===== src/rtl/branch_jump_predict_if.sv =====
// Resolve/predict bus for branch_jump_predict.
// master: fetch/execute side driving requests; slave: the predictor itself.
interface branch_jump_predict_if #(
    parameter int XLEN = 32
);
    // prediction lookup
    logic [XLEN-1:0] i_fetch_pc;
    logic            o_pred_taken;
    // resolve request
    logic            i_valid;
    logic            i_Branch;
    logic            i_Jump;
    logic [2:0]      i_Funct3;
    logic [XLEN-1:0] i_rs1;
    logic [XLEN-1:0] i_rs2;
    logic [XLEN-1:0] i_pc;
    logic            i_pred_taken;
    // resolve result
    logic            o_valid;
    logic [1:0]      o_B_J_result;
    logic            o_mispredict;
    logic [31:0]     o_mispredict_cnt;

    modport master (
        output i_fetch_pc, i_valid, i_Branch, i_Jump, i_Funct3,
               i_rs1, i_rs2, i_pc, i_pred_taken,
        input  o_pred_taken, o_valid, o_B_J_result, o_mispredict, o_mispredict_cnt
    );

    modport slave (
        input  i_fetch_pc, i_valid, i_Branch, i_Jump, i_Funct3,
               i_rs1, i_rs2, i_pc, i_pred_taken,
        output o_pred_taken, o_valid, o_B_J_result, o_mispredict, o_mispredict_cnt
    );
endinterface


===== src/rtl/branch_jump_predict.sv =====
// Branch/jump resolver with optional 2-bit bimodal direction predictor.
// Optional feature macro: BJ_PREDICT_BHT_EN
//   defined   -> BHT_DEPTH 2-bit counters indexed by PC[log2(BHT_DEPTH)+1:2]
//   undefined -> no table, prediction is always not-taken
// Resolve results are registered (1-cycle latency); reset is synchronous, active-high.
module branch_jump_predict #(
    parameter int XLEN      = 32,
    parameter int BHT_DEPTH = 64
) (
    input logic                  i_clk,
    input logic                  i_rst,
    branch_jump_predict_if.slave bus
);
    localparam int IDX_W = $clog2(BHT_DEPTH);

    if ((XLEN != 32 && XLEN != 64) || BHT_DEPTH < 2 ||
        (BHT_DEPTH & (BHT_DEPTH - 1)) != 0) begin : g_bad_params
        $error("branch_jump_predict: XLEN must be 32/64, BHT_DEPTH a power of two >= 2");
    end

    logic [XLEN-1:0] rs1;
    logic [XLEN-1:0] rs2;
    logic            br_taken;
    logic            funct3_legal;
    logic            branch_legal;
    logic [1:0]      result_d;
    logic            mispredict_d;

    logic            valid_q;
    logic [1:0]      result_q;
    logic            mispredict_q;
    logic [31:0]     mispredict_cnt_q;

    assign rs1 = bus.i_rs1;
    assign rs2 = bus.i_rs2;

    // Branch condition evaluation; illegal funct3 encodings are never taken.
    always_comb begin
        // NOTE: every output gets a default first so no path leaves it unassigned (no latch).
        br_taken     = 1'b0;
        funct3_legal = 1'b1;
        case (bus.i_Funct3)
            3'b000:  br_taken = (rs1 == rs2);
            3'b001:  br_taken = (rs1 != rs2);
            3'b100:  br_taken = ($signed(rs1) <  $signed(rs2));
            3'b101:  br_taken = ($signed(rs1) >= $signed(rs2));
            3'b110:  br_taken = (rs1 <  rs2);
            3'b111:  br_taken = (rs1 >= rs2);
            default: funct3_legal = 1'b0;
        endcase
    end

    // Only a valid, pure conditional branch with a legal condition trains/mispredicts.
    assign branch_legal = bus.i_valid & ~bus.i_Jump & bus.i_Branch & funct3_legal;

    // Redirect-type decode from {jump, branch}.
    always_comb begin
        result_d = 2'b00;
        case ({bus.i_Jump, bus.i_Branch})
            2'b01:   result_d = br_taken ? 2'b01 : 2'b00;
            2'b10:   result_d = 2'b01;
            2'b11:   result_d = 2'b11;
            default: result_d = 2'b00;
        endcase
    end

`ifdef BJ_PREDICT_BHT_EN
    logic [1:0]       bht [BHT_DEPTH];
    logic [IDX_W-1:0] fetch_idx;
    logic [IDX_W-1:0] upd_idx;
    logic             unused_pc_bits;

    assign fetch_idx    = bus.i_fetch_pc[IDX_W+1:2];
    assign upd_idx      = bus.i_pc[IDX_W+1:2];
    assign mispredict_d = branch_legal & (br_taken != bus.i_pred_taken);

    // Lookup reads the registered table, so a same-cycle update is not visible yet.
    assign bus.o_pred_taken = bht[fetch_idx][1];

    assign unused_pc_bits = ^{bus.i_fetch_pc[XLEN-1:IDX_W+2], bus.i_fetch_pc[1:0],
                              bus.i_pc[XLEN-1:IDX_W+2], bus.i_pc[1:0]};

    // Saturating 2-bit counter training on resolved legal branches.
    always_ff @(posedge i_clk) begin
        if (i_rst) begin
            // NOTE: the table is built from flops, not RAM, so a reset loop over every entry is legal here.
            for (int i = 0; i < BHT_DEPTH; i++) begin
                bht[i] <= 2'b01;
            end
        end else if (branch_legal) begin
            if (br_taken && bht[upd_idx] != 2'b11) begin
                bht[upd_idx] <= bht[upd_idx] + 2'b01;
            end else if (!br_taken && bht[upd_idx] != 2'b00) begin
                bht[upd_idx] <= bht[upd_idx] - 2'b01;
            end
        end
    end
`else
    logic unused_pred_inputs;

    // Without a table every branch is predicted not-taken, so any taken branch mispredicts.
    assign mispredict_d       = branch_legal & br_taken;
    assign bus.o_pred_taken   = 1'b0;
    assign unused_pred_inputs = ^{bus.i_fetch_pc, bus.i_pc, bus.i_pred_taken};
`endif

    // Registered resolve result and saturating mispredict counter.
    always_ff @(posedge i_clk) begin
        if (i_rst) begin
            valid_q          <= 1'b0;
            result_q         <= 2'b00;
            mispredict_q     <= 1'b0;
            mispredict_cnt_q <= 32'd0;
        end else begin
            // NOTE: state uses non-blocking assignments so every flop samples pre-edge values.
            valid_q      <= bus.i_valid;
            result_q     <= bus.i_valid ? result_d : 2'b00;
            mispredict_q <= mispredict_d;
            if (mispredict_d && mispredict_cnt_q != 32'hFFFF_FFFF) begin
                mispredict_cnt_q <= mispredict_cnt_q + 32'd1;
            end
        end
    end

    assign bus.o_valid          = valid_q;
    assign bus.o_B_J_result     = result_q;
    assign bus.o_mispredict     = mispredict_q;
    assign bus.o_mispredict_cnt = mispredict_cnt_q;
endmodule

===== src/flat_wrapper.sv =====
// flat-port wrapper written by rule: the top's interface ports become plain ports
module branch_jump_predict_flat 
#(
    parameter int XLEN      = 32,
    parameter int BHT_DEPTH = 64
)
  (i_clk, i_rst, bus_i_fetch_pc, bus_i_valid, bus_i_Branch, bus_i_Jump, bus_i_Funct3, bus_i_rs1, bus_i_rs2, bus_i_pc, bus_i_pred_taken, bus_o_pred_taken, bus_o_valid, bus_o_B_J_result, bus_o_mispredict, bus_o_mispredict_cnt);
  branch_jump_predict_if #(.XLEN(XLEN)) bus_i ();
  input logic i_clk;
  input logic i_rst;
  input wire logic [$bits(bus_i.i_fetch_pc)-1:0] bus_i_fetch_pc;
  input wire logic [$bits(bus_i.i_valid)-1:0] bus_i_valid;
  input wire logic [$bits(bus_i.i_Branch)-1:0] bus_i_Branch;
  input wire logic [$bits(bus_i.i_Jump)-1:0] bus_i_Jump;
  input wire logic [$bits(bus_i.i_Funct3)-1:0] bus_i_Funct3;
  input wire logic [$bits(bus_i.i_rs1)-1:0] bus_i_rs1;
  input wire logic [$bits(bus_i.i_rs2)-1:0] bus_i_rs2;
  input wire logic [$bits(bus_i.i_pc)-1:0] bus_i_pc;
  input wire logic [$bits(bus_i.i_pred_taken)-1:0] bus_i_pred_taken;
  output wire logic [$bits(bus_i.o_pred_taken)-1:0] bus_o_pred_taken;
  output wire logic [$bits(bus_i.o_valid)-1:0] bus_o_valid;
  output wire logic [$bits(bus_i.o_B_J_result)-1:0] bus_o_B_J_result;
  output wire logic [$bits(bus_i.o_mispredict)-1:0] bus_o_mispredict;
  output wire logic [$bits(bus_i.o_mispredict_cnt)-1:0] bus_o_mispredict_cnt;
  assign bus_i.i_fetch_pc = bus_i_fetch_pc;
  assign bus_i.i_valid = bus_i_valid;
  assign bus_i.i_Branch = bus_i_Branch;
  assign bus_i.i_Jump = bus_i_Jump;
  assign bus_i.i_Funct3 = bus_i_Funct3;
  assign bus_i.i_rs1 = bus_i_rs1;
  assign bus_i.i_rs2 = bus_i_rs2;
  assign bus_i.i_pc = bus_i_pc;
  assign bus_i.i_pred_taken = bus_i_pred_taken;
  assign bus_o_pred_taken = bus_i.o_pred_taken;
  assign bus_o_valid = bus_i.o_valid;
  assign bus_o_B_J_result = bus_i.o_B_J_result;
  assign bus_o_mispredict = bus_i.o_mispredict;
  assign bus_o_mispredict_cnt = bus_i.o_mispredict_cnt;
  branch_jump_predict #(.XLEN(XLEN), .BHT_DEPTH(BHT_DEPTH)) u_core (.i_clk(i_clk), .i_rst(i_rst), .bus(bus_i));
endmodule

===== config.mk =====
export PLATFORM = sky130hd
export DESIGN_NAME = branch_jump_predict_flat
export DESIGN_NICKNAME = d
export VERILOG_FILES = /design/src/rtl/branch_jump_predict_if.sv /design/src/rtl/branch_jump_predict.sv /design/src/flat_wrapper.sv
export SDC_FILE = /design/constraint.sdc
export NUM_CORES = 1
export LEC_CHECK = 0
export CORE_AREA = 2 2 105 107
export DETAILED_ROUTE_END_ITERATION = 12
export DIE_AREA = 0 0 107 109
export PLACE_DENSITY = 0.61
export SYNTH_ARGS = -nofsm -noshare
export SYNTH_HDL_FRONTEND = slang
export SYNTH_SLANG_ARGS = --single-unit
export TNS_END_PERCENT = 50

===== constraint.sdc =====
create_clock -name i_clk -period 3.2 [get_ports i_clk]
set_clock_uncertainty 0.05 [all_clocks]
set_input_delay 0.32 -clock i_clk [delete_from_list [all_inputs] [get_ports i_clk]]
set_output_delay 0.32 -clock i_clk [all_outputs]
set_load 0.03 [all_outputs]

==> results.md, run 1 <==
* Status: completed
* Final hold vios at 0
* Final setup vio count at 0
* Fill cell count at 967
* CTS Root Cell: clkbuf_8
* First-pass GRT wire length at 14010 um
* Avg Cell Area, Syn at 7.922 um2
* Synth Cell Area at 2987 um2
* Total grt overflow at 0
* H-tree depth at 2
* Max-cap viol count at 0
* Met3 WL post-DR at 531 um
* WL per Instance at 14.86 um
* Clock Latency Late Sink at 290 ps
* Worst-path maximum fanout at 13
* GP Congestion at 0.7591
* DRT antenna net count at 0
* I/O pin count at 174
* Final wirelength at 9851 um
* Leakage power at 0.002201 uW
* Max VDD drop at 0.1214 mV
* FFs w/ async S/R, synth at 0%
* ANT cells at 0
* Final critical-path required period at 3102 ps
* FMAX at 0.3223 GHz
* Core ar. at 10600 um2
* Setup TNS at 0 ps
* Worst Path Arrival at 3240 ps
* Pins Over Slew Limit at 0
* DP Wirelength at 6805 um
* Hold Path Class: flip-flop to flip-flop
* Clk buf depth at 2
* Layout Nets at 692
* Crit Path Class: input port to flip-flop
* Drt pass-1 iters at 4
* Vias at 3341
* Die height at 109 um
* Yosys reg bits at 36
* Crit share post-route at 96.95%
* Pin count of the biggest net entering global routing at 38
* Initial core utilization at 28.17%
* DIE AREA at 11660 um2
* Crit path from: bus_i_rs2[24]
* Top_reg_cell synth: dfxtp_1
* Sequential share of the synthesized area at 24.13%
* Wl on met1 at 4067 um
* Vias per cell at 5.039
* Synth Net Count at 547
* DRC viols at 0
* Critical Path Sink Type: flip-flop
* Total CTS buffers at 5
* Yosys top cell area share at 24.13%
* Setup crit start kind: input port
* Initial antenna violation count at 0
* # rows at 38
* Clock Sinks at 36
* Unique masters post-synth at 50
* Reg clk slew, reported paths at 80 ps
* Die Wd at 107 um
* Cts hold-fix bufs at 0
* Post-synth EDFFs at 0
* CTS tree: done
* DRT iter0 DRCs at 130
* Top post-synthesis cells by area: dfxtp_1 24%, ha_1 14%, mux2_2 6.4%
* P per Cell Area at 230.1 nW/um2
* RR Startpoint: u_core.bus.o_mispredict_cnt[0]
* Gr usage total at 14.56%
* Vias in the first global route at 3173
* Top Metal Used: met4
* Met2 WL at 5092 um
* Syn-to-layout area delta at 74.70%
* WP data required at 3340 ps
* Synth top cells by count: 43 x inv_1, 36 x dfxtp_1, 33 x ha_1, 27 x nor2_1, 24 x nand2_1
* Post-route cell area at 5218 um2
* Share of cells above drive strength 1 at 26.20%
* Most frequent cell after synthesis: inv_1
* Warnings, synthesis at 0
* Hold Crit Start: u_core.bus.o_mispredict_cnt[13]
* Leading area contributor after synthesis: dfxtp_1
* Buffers on Ports at 107
* Synthesized netlist cell count at 377
* Area post-placement at 4456 um2
[routing by layer]
layer	vias up	GRT usage [%]
li1	1680	-
met1	1562	16.93
met2	87	25.52
met3	12	3.527
met4	0	6.308
met5	-	0
[cells in the final DEF (no fill, tap or decap), types with 3 or more instances in the layout]
cell,Yosys,final
ha_4,0,21
a21oi_1,22,18
buf_4,1,40
nand4_1,18,18
nand2_1,24,21
dfxtp_1,36,36
nor2_1,27,27
clkbuf_16,0,4
nand3_1,19,19
o31ai_1,11,10
and3_1,4,4
a221oi_2,1,3
nand4_4,0,4
inv_2,0,12
clkbuf_8,0,5
inv_1,43,31
nor2b_1,16,16
or4_4,0,5
a21oi_2,0,3
nor4_1,13,11
or3_1,4,3
nor4_4,2,3
clkdlybuf4s50_1,0,75
nor3_1,8,7
o21ai_0,3,3
ha_1,33,12
or4_1,17,12
mux2_2,17,17
dlymetal6s2s_1,0,32
[state kept, by name, indices dropped and copies added (netlist names)]
name / count
u_core.bus.o_valid: 1
u_core.bus.o_B_J_result: 2
u_core.bus.o_mispredict_cnt: 32
u_core.bus.o_mispredict: 1
[power breakdown]
part           switching (uW)  internal, uW  total [uW]
Sequential               1.91           450         452
Clock                     173           156         329
Combinational             191           229         420
Total                     366           835        1200
[logic make-up (layout without fill, tap and decap cells)]
family / count (synthesis) / after routing / share of synthesized area [%]
other cells: 1 / 1 / 0.1256
compound gates: 58 / 58 / 13.03
simple gates: 172 / 172 / 34.56
buf+inv: 59 / 205 / 7.582
fa+ha+maj: 33 / 33 / 13.83
mux: 18 / 18 / 6.745
flops: 36 / 36 / 24.13
[critical path, cell delays in order]
cell,delay [ps]
clkdlybuf4s50_1,450
inv_1,40
ha_1,330
nand4_4,110
inv_1,70
a221oi_2,310
o211ai_1,210
buf_4,190
o22ai_4,180
nand2_4,110
clkbuf_16,190
nor4bb_1,340
mux2_2,370
[worst paths after layout]
check / slack (ps) / cells after the start / to
worst max-delay path: 100 / 13 / u_core.bus.o_mispredict_cnt[2]
worst min-delay path: 450 / 2 / u_core.bus.o_mispredict_cnt[13]
worst min register to register: 450 / 2 / u_core.bus.o_mispredict_cnt[13]
worst max register to register: 220 / 8 / u_core.bus.o_mispredict_cnt[29]
[what timing repair did]
item,4_1_cts,5_1_grt
resized for setup,2,98
cloned,0,4
buffers inserted,0,8
endpoints found under the setup margin,3,33
pin swaps,3,38
[per-stage QoR]
step | total power, uW | util, % | hold WS, ps | setup slack (ps) | std cells
global placement | 765.5 | 42.02 | 445.9 | -316.2 | 643
floorplan | 603.2 | - | 357.3 | 241.0 | 377
CTS | 1107 | 43.00 | 451.8 | -20.37 | 651
global route | 1270 | 49.21 | 474.7 | -34.38 | 663
detailed placement | 774.2 | 42.02 | 440.2 | -358.6 | 643
finish | 1200 | 49.21 | 447.8 | 97.56 | 663
[layout make-up]
class	instances	area, um2	share of cell area, %
clock buffers	7	76.32	1.463
clock inverters	1	8.758	0.1679
inverters	43	161.4	3.094
multi-input cells	282	2472	47.39
flip-flops and latches	36	720.7	13.81
well taps	140	175.2	3.357
repair buffers	154	1603	30.72
No activity file was read; power rests on OpenSTA's default activity.
==> run 2: changes to the inputs <==
--- a/config.mk
+++ b/config.mk
@@ -5,10 +5,11 @@
 export SDC_FILE = /design/constraint.sdc
 export NUM_CORES = 1
 export LEC_CHECK = 0
+export ABC_CLOCK_PERIOD_IN_PS = 2900
 export CORE_AREA = 2 2 105 107
 export DETAILED_ROUTE_END_ITERATION = 12
 export DIE_AREA = 0 0 107 109
-export PLACE_DENSITY = 0.61
+export PLACE_DENSITY = 0.67
 export SYNTH_ARGS = -nofsm -noshare
 export SYNTH_HDL_FRONTEND = slang
 export SYNTH_SLANG_ARGS = --single-unit
==> constraint.sdc (replaced) <==
create_clock -name i_clk -period 2.9 [get_ports i_clk]
set_clock_uncertainty 0.05 [all_clocks]
set_input_delay 0.29 -clock i_clk [delete_from_list [all_inputs] [get_ports i_clk]]
set_output_delay 0.29 -clock i_clk [all_outputs]
set_load 0.03 [all_outputs]
==> run 2 against run 1 <==
Against the previous run:
- register-to-register slack lost 40 ps
- final area shrank 1.3%
- via count grew 2.5%
- worst hold slack gained 7.9 ps
- critical endpoint is now u_core.bus.o_mispredict_cnt[0]
- largest cell class unchanged
- highest routed layer unchanged
==> results.md, run 2 (same netlist as run 1, synthesis figures left out) <==
* I/O pin count at 174
* Final worst setup slack at 11.83 ps
* Sw power at 404.4 uW
* Buffers on Ports at 107
* Initial antenna violation count at 0
* Fill cell count at 985
* Worst Path Arrival at 3020 ps
* Critical Path Sink Type: flip-flop
* DP Wirelength at 7211 um
* Max VDD drop at 0.1338 mV
* Hold Path Class: flip-flop to flip-flop
* Status: completed
* Final hold vios at 0
* Max_slew headroom at 61.58%
* Worst-path maximum fanout at 7
* Drt pass-1 iters at 4
* Final wirelength at 10010 um
* Final setup vio count at 0
* Final critical-path required period at 2888 ps
* Vias in the first global route at 3456
* ANT cells at 0
* Worst Max-Slew Pin Slew at 571.0 ps
* Die Wd at 107 um
* Most common cell after layout, fill and taps aside: clkdlybuf4s50_1
* Number of flip-flops in the largest register at 32
* # rows at 38
* Pin count of the biggest net entering global routing at 38
* Int Pwr at 978.9 uW
* Clock Sinks at 36
* DRT antenna net count at 0
* DRC viols at 0
* Pins Over Slew Limit at 0
* Power share of the combinational group at 32.0%
* P per Cell Area at 268.6 nW/um2
* Clock power share at 32.0%
* Most frequent cells in the layout: 47 x clkdlybuf4s50_1, 42 x buf_4, 36 x dfxtp_1, 34 x dlygate4sd2_1, 27 x nor2_1
* Clock Latency Late Sink at 290 ps
* Vias at 3426
* Total power at 1383 uW
* Crit Path Class: input port to flip-flop
* Vias per cell at 5.129
* Pre-CTS setup slack at -568.3 ps
* Gr usage total at 16.27%
* RSZ-0062 raised after global routing: true
* Die height at 109 um
* Total CTS buffers at 5
* First-pass GRT wire length at 15600 um
* Initial core utilization at 28.17%
* Max-cap viol count at 0
* Clk buf depth at 2
* Crit share post-route at 99.59%
* Syn-to-layout area delta at 72.43%
* DIE AREA at 11660 um2
* FMAX at 0.3462 GHz
* WL per Instance at 14.98 um
* Reg clk slew, reported paths at 80 ps
* Setup crit start kind: input port
* DRT iter0 DRCs at 119
* Reg power frac at 36.0%
* Total grt overflow at 0
* H-tree depth at 2
* CTS tree: done
* CTS Root Cell: clkbuf_8
* GP Congestion at 0.7882
* Leakage power at 0.001992 uW
* Core ar. at 10600 um2
* WP data required at 3030 ps
* Switching Share at 29.23%
* Cts hold-fix bufs at 0
* Layout Nets at 697
* Share of cells above drive strength 1 at 35.04%
-- run 2: cell types whose count changed in the layout (fill, tap and decap cells not counted), sizes merged --
| cell | change |
|---|---|
| dlygate4sd2 | +34 |
| dlymetal6s2s | -32 |
| clkdlybuf4s50 | -28 |
| buf | +14 |
| clkdlybuf4s15 | +11 |
| clkbuf | +5 |
| bufinv | +1 |
-- run 2: area by class of cell --
class                      instances  area [um2]  share of cell area [%]
clock buffer                       6       72.57                   1.409
clock inverter                     2       35.03                  0.6803
inverter                          43       161.4                   3.134
multi-input combinational        282        2557                   49.66
sequential                        36       720.7                   13.99
tap                              140       175.2                   3.401
timing repair buffer             159        1428                   27.72
-- run 2: timing repair --
item,4_1_cts,5_1_grt
cloned,0,2
pin swaps,42,19
buffers inserted,11,3
setup endpoints to repair,34,27
resized for setup,143,57
-- run 2: worst paths after layout --
| path | startpoint | endpoint | slack [ps] | depth (start not counted) |
|---|---|---|---|---|
| min reg2reg | u_core.bus.o_mispredict_cnt[13] | u_core.bus.o_mispredict_cnt[13] | 460 | 2 |
| max reg2reg | u_core.bus.o_mispredict_cnt[0] | u_core.bus.o_mispredict_cnt[31] | 180 | 8 |
| max | bus_i_rs2[27] | u_core.bus.o_mispredict_cnt[0] | 10 | 15 |
| min | u_core.bus.o_mispredict_cnt[13] | u_core.bus.o_mispredict_cnt[13] | 460 | 2 |
-- run 2: layer usage --
| metal | global-route usage [%] | share of wire, % | vias to the layer above |
|---|---|---|---|
| li1 | - | - | 1690 |
| met3 | 3.706 | 6.2 | 16 |
| met2 | 30.80 | 52 | 114 |
| met4 | 5.009 | 2.3 | 0 |
| met5 | 0 | 0 | - |
| met1 | 18.02 | 40 | 1606 |
-- run 2: worst max-delay path: stages --
cell	delay [ps]
dlygate4sd2_1	250
inv_2	70
ha_4	210
nand4_4	110
buf_4	120
buf_4	100
inv_1	50
a221oi_2	290
o211ai_1	210
o22ai_1	290
nand2_4	130
buf_12	170
nor4_4	270
buf_4	160
mux2_2	320
-- run 2: stage by stage --
step / utilization [%] / area [um2] / setup TNS, ps / cells / hold slack (ps)
2_1_floorplan: - / 3008 / 0 / 377 / 327.3
3_3_place_gp: 42.29 / 4484 / -15240 / 644 / 437.7
3_5_place_dp: 42.29 / 4484 / -16800 / 644 / 447.9
4_1_cts: 46.70 / 4951 / 0 / 663 / 462.5
5_1_grt: 48.57 / 5150 / -1232 / 668 / 495.7
6_report: 48.57 / 5150 / 0 / 668 / 455.7
-- run 2: power by group through the flow --
stage	clock (uW)	combinational (uW)	sequential [uW]
floorplan	0	155	516
global placement	0	337	509
detailed placement	0	348	510
CTS	455	397	498
global route	464	482	498
finish	443	442	498
==> run 3: changes to the inputs <==
--- a/config.mk
+++ b/config.mk
@@ -6,10 +6,12 @@
 export NUM_CORES = 1
 export LEC_CHECK = 0
 export ABC_CLOCK_PERIOD_IN_PS = 2900
-export CORE_AREA = 2 2 105 107
+export CORE_AREA = 5 5 108 110
 export DETAILED_ROUTE_END_ITERATION = 12
-export DIE_AREA = 0 0 107 109
+export DIE_AREA = 0 0 113 115
+export GPL_TIMING_DRIVEN = 0
 export PLACE_DENSITY = 0.67
+export SLEW_MARGIN = 20
 export SYNTH_ARGS = -nofsm -noshare
 export SYNTH_HDL_FRONTEND = slang
 export SYNTH_SLANG_ARGS = --single-unit
==> run 3 against run 2 <==
Against the previous run:
- critical path depth decreased by 4
- cell count grew 0.15%
- non-clock buffer count stayed put
- register-to-register slack got worse by 150 ps
- die area rose by 11%
- total power is 3.7% higher
- final area rose by 2.6%
- maximum frequency grew 0.56%
- critical path type unchanged
- largest cell class unchanged
- largest power group unchanged
==> results.md, run 3 (same netlist as run 1, synthesis figures left out) <==
* I/O pin count at 174
* P per Cell Area at 271.5 nW/um2
* Pin count of the biggest net entering global routing at 13
* Total grt overflow at 0
* Final worst setup slack at 27.92 ps
* Clock Sinks at 36
* Most common cell after layout, fill and taps aside: clkdlybuf4s50_1
* Max VDD drop at 0.1536 mV
* ANT cells at 0
* Final wirelength at 10760 um
* Leakage power at 0.002005 uW
* H-tree depth at 2
* Drt pass-1 iters at 5
* DIE AREA at 13000 um2
* Final hold vios at 0
* FMAX at 0.3482 GHz
* Max_slew headroom at 62.38%
* Worst-path maximum fanout at 4
* Core ar. at 10600 um2
* R2R depth at 8
* Reg clk slew, reported paths at 80 ps
* First-pass GRT wire length at 17020 um
* Most frequent cells in the layout: 46 x clkdlybuf4s50_1, 40 x clkbuf_2, 34 x dfxtp_1, 31 x buf_4, 29 x ha_4
* Buffers on Ports at 107
* # rows at 38
* Crit path to: u_core.bus.o_mispredict_cnt[31]
* DRT antenna net count at 0
* Initial core utilization at 28.17%
* WP data required at 3090 ps
* DP Wirelength at 7425 um
* Reg-to-Reg End: u_core.bus.o_mispredict_cnt[31]
* CTS Root Cell: clkbuf_8
* Crit Path Class: input port to flip-flop
* Max-cap viol count at 0
* Instance count on the critical path at 11
* Hold Path Class: flip-flop to flip-flop
* Vias in the first global route at 3607
* CTS tree: done
* Setup crit start kind: input port
* CP cell instances: clkbuf_2 > inv_2 > ha_4 > nand4_4 > nor4_4 > and4_4 > a221oi_4 > or3_4 > or4_4 > or4_4 > a21oi_2
* Gr usage total at 15.73%
* Post-route cell area at 5281 um2
* Pre-CTS setup slack at -913.9 ps
* Crit share post-route at 99.04%
* Area post-placement at 4254 um2
* Critical Path Sink Type: flip-flop
* DRC viols at 0
* Slowest cell delay on critical path at 530 ps
* RSZ-0062 raised after global routing: true
* Number of flip-flops in the largest register at 32
* Worst Path Arrival at 3060 ps
* Initial antenna violation count at 0
* Layout Nets at 698
* Vias per cell at 5.194
* Worst path slowest cell: or4_4
* Syn-to-layout area delta at 76.83%
* Pins Over Slew Limit at 0
* Clk buf depth at 2
* Status: completed
* Worst Max-Slew Pin Slew at 564.3 ps
* DRT iter0 DRCs at 141
* Die Wd at 113 um
* Final critical-path required period at 2872 ps
* Share of cells above drive strength 1 at 44.42%
* Clock Latency Late Sink at 310 ps
* RR Startpoint: u_core.bus.o_mispredict_cnt[1]
* CP dominant cell by count: or4_4
* Die height at 115 um
* Final setup vio count at 0
* Reg-to-reg slack, setup at 30 ps
* Cts hold-fix bufs at 0
* GP Congestion at 0.9151
* Vias at 3475
* Total CTS buffers at 5
* WL per Instance at 16.09 um
* Crit path max-delay family: simple AND/OR/NAND/NOR gates
* CP Buf/Inv Count at 2
* Crit path from: bus_i_rs2[20]
-- run 3: worst reg2reg max path, cell delays in order, from the launching register on --
cell and delay, ps:
dfxtp_4 360, ha_2 190, and3_4 210, and4_4 190
a21o_4 220, or3_4 390, or4_4 530, or4_4 520
a21oi_2 130
-- run 3: how the worst min path moves through the flow --
stage | from | to | slack, ps | cells past startpoint
2_1_floorplan | i_rst | u_core.bus.o_valid | 330 | 1
3_3_place_gp | u_core.bus.o_mispredict_cnt[13] | u_core.bus.o_mispredict_cnt[13] | 450 | 2
3_5_place_dp | u_core.bus.o_mispredict_cnt[13] | u_core.bus.o_mispredict_cnt[13] | 440 | 2
4_1_cts | u_core.bus.o_mispredict_cnt[13] | u_core.bus.o_mispredict_cnt[13] | 460 | 2
5_1_grt | u_core.bus.o_mispredict_cnt[1] | u_core.bus.o_mispredict_cnt[1] | 480 | 2
6_report | u_core.bus.o_mispredict_cnt[13] | u_core.bus.o_mispredict_cnt[13] | 460 | 2
-- run 3: power breakdown --
part / total (uW) / leakage, uW / internal (uW) / switching, uW
sequential: 497 / 0.000292 / 495 / 1.17
combinational: 478 / 0.00166 / 236 / 242
clock: 459 / 0.0000541 / 255 / 205
total: 1430 / 0.00201 / 986 / 448
-- run 3: area by class of cell --
type                       instances  area (um2)
inverter                          43       163.9
clock buffer                       5       68.82
sequential                        36       728.2
timing repair buffer             144        1205
buffer                            15       112.6
clock inverter                     3       42.54
fill                             945        5321
multi-input combinational        283        2785
tap                              140       175.2
-- run 3: metal layers --
| metal | GRT usage, % | share of wire [%] |
|---|---|---|
| met1 | 18.06 | 40 |
| met2 | 27.53 | 51 |
| met3 | 4.263 | 6.4 |
| met4 | 6.811 | 2.3 |
| met5 | 0 | 0 |
-- run 3: per-stage QoR --
stage | util [%] | TNS (ps) | total power, uW | hold WS, ps | std cells
global placement | 40.12 | -27300 | 814.2 | 446.0 | 624
CTS | 47.71 | -240.7 | 1387 | 459.3 | 656
global route | 49.81 | -47.75 | 1498 | 480.0 | 669
detailed placement | 40.12 | -27890 | 821.7 | 444.6 | 624
floorplan | - | 0 | 670.5 | 327.3 | 377
finish | 49.81 | 0 | 1434 | 455.2 | 669
-- run 3: what timing repair did --
action,4_1_cts,5_1_grt
endpoints found under the setup margin,34,33
resized for setup,163,165
cloned,3,0
pin swaps,38,47
setup buffers,21,14
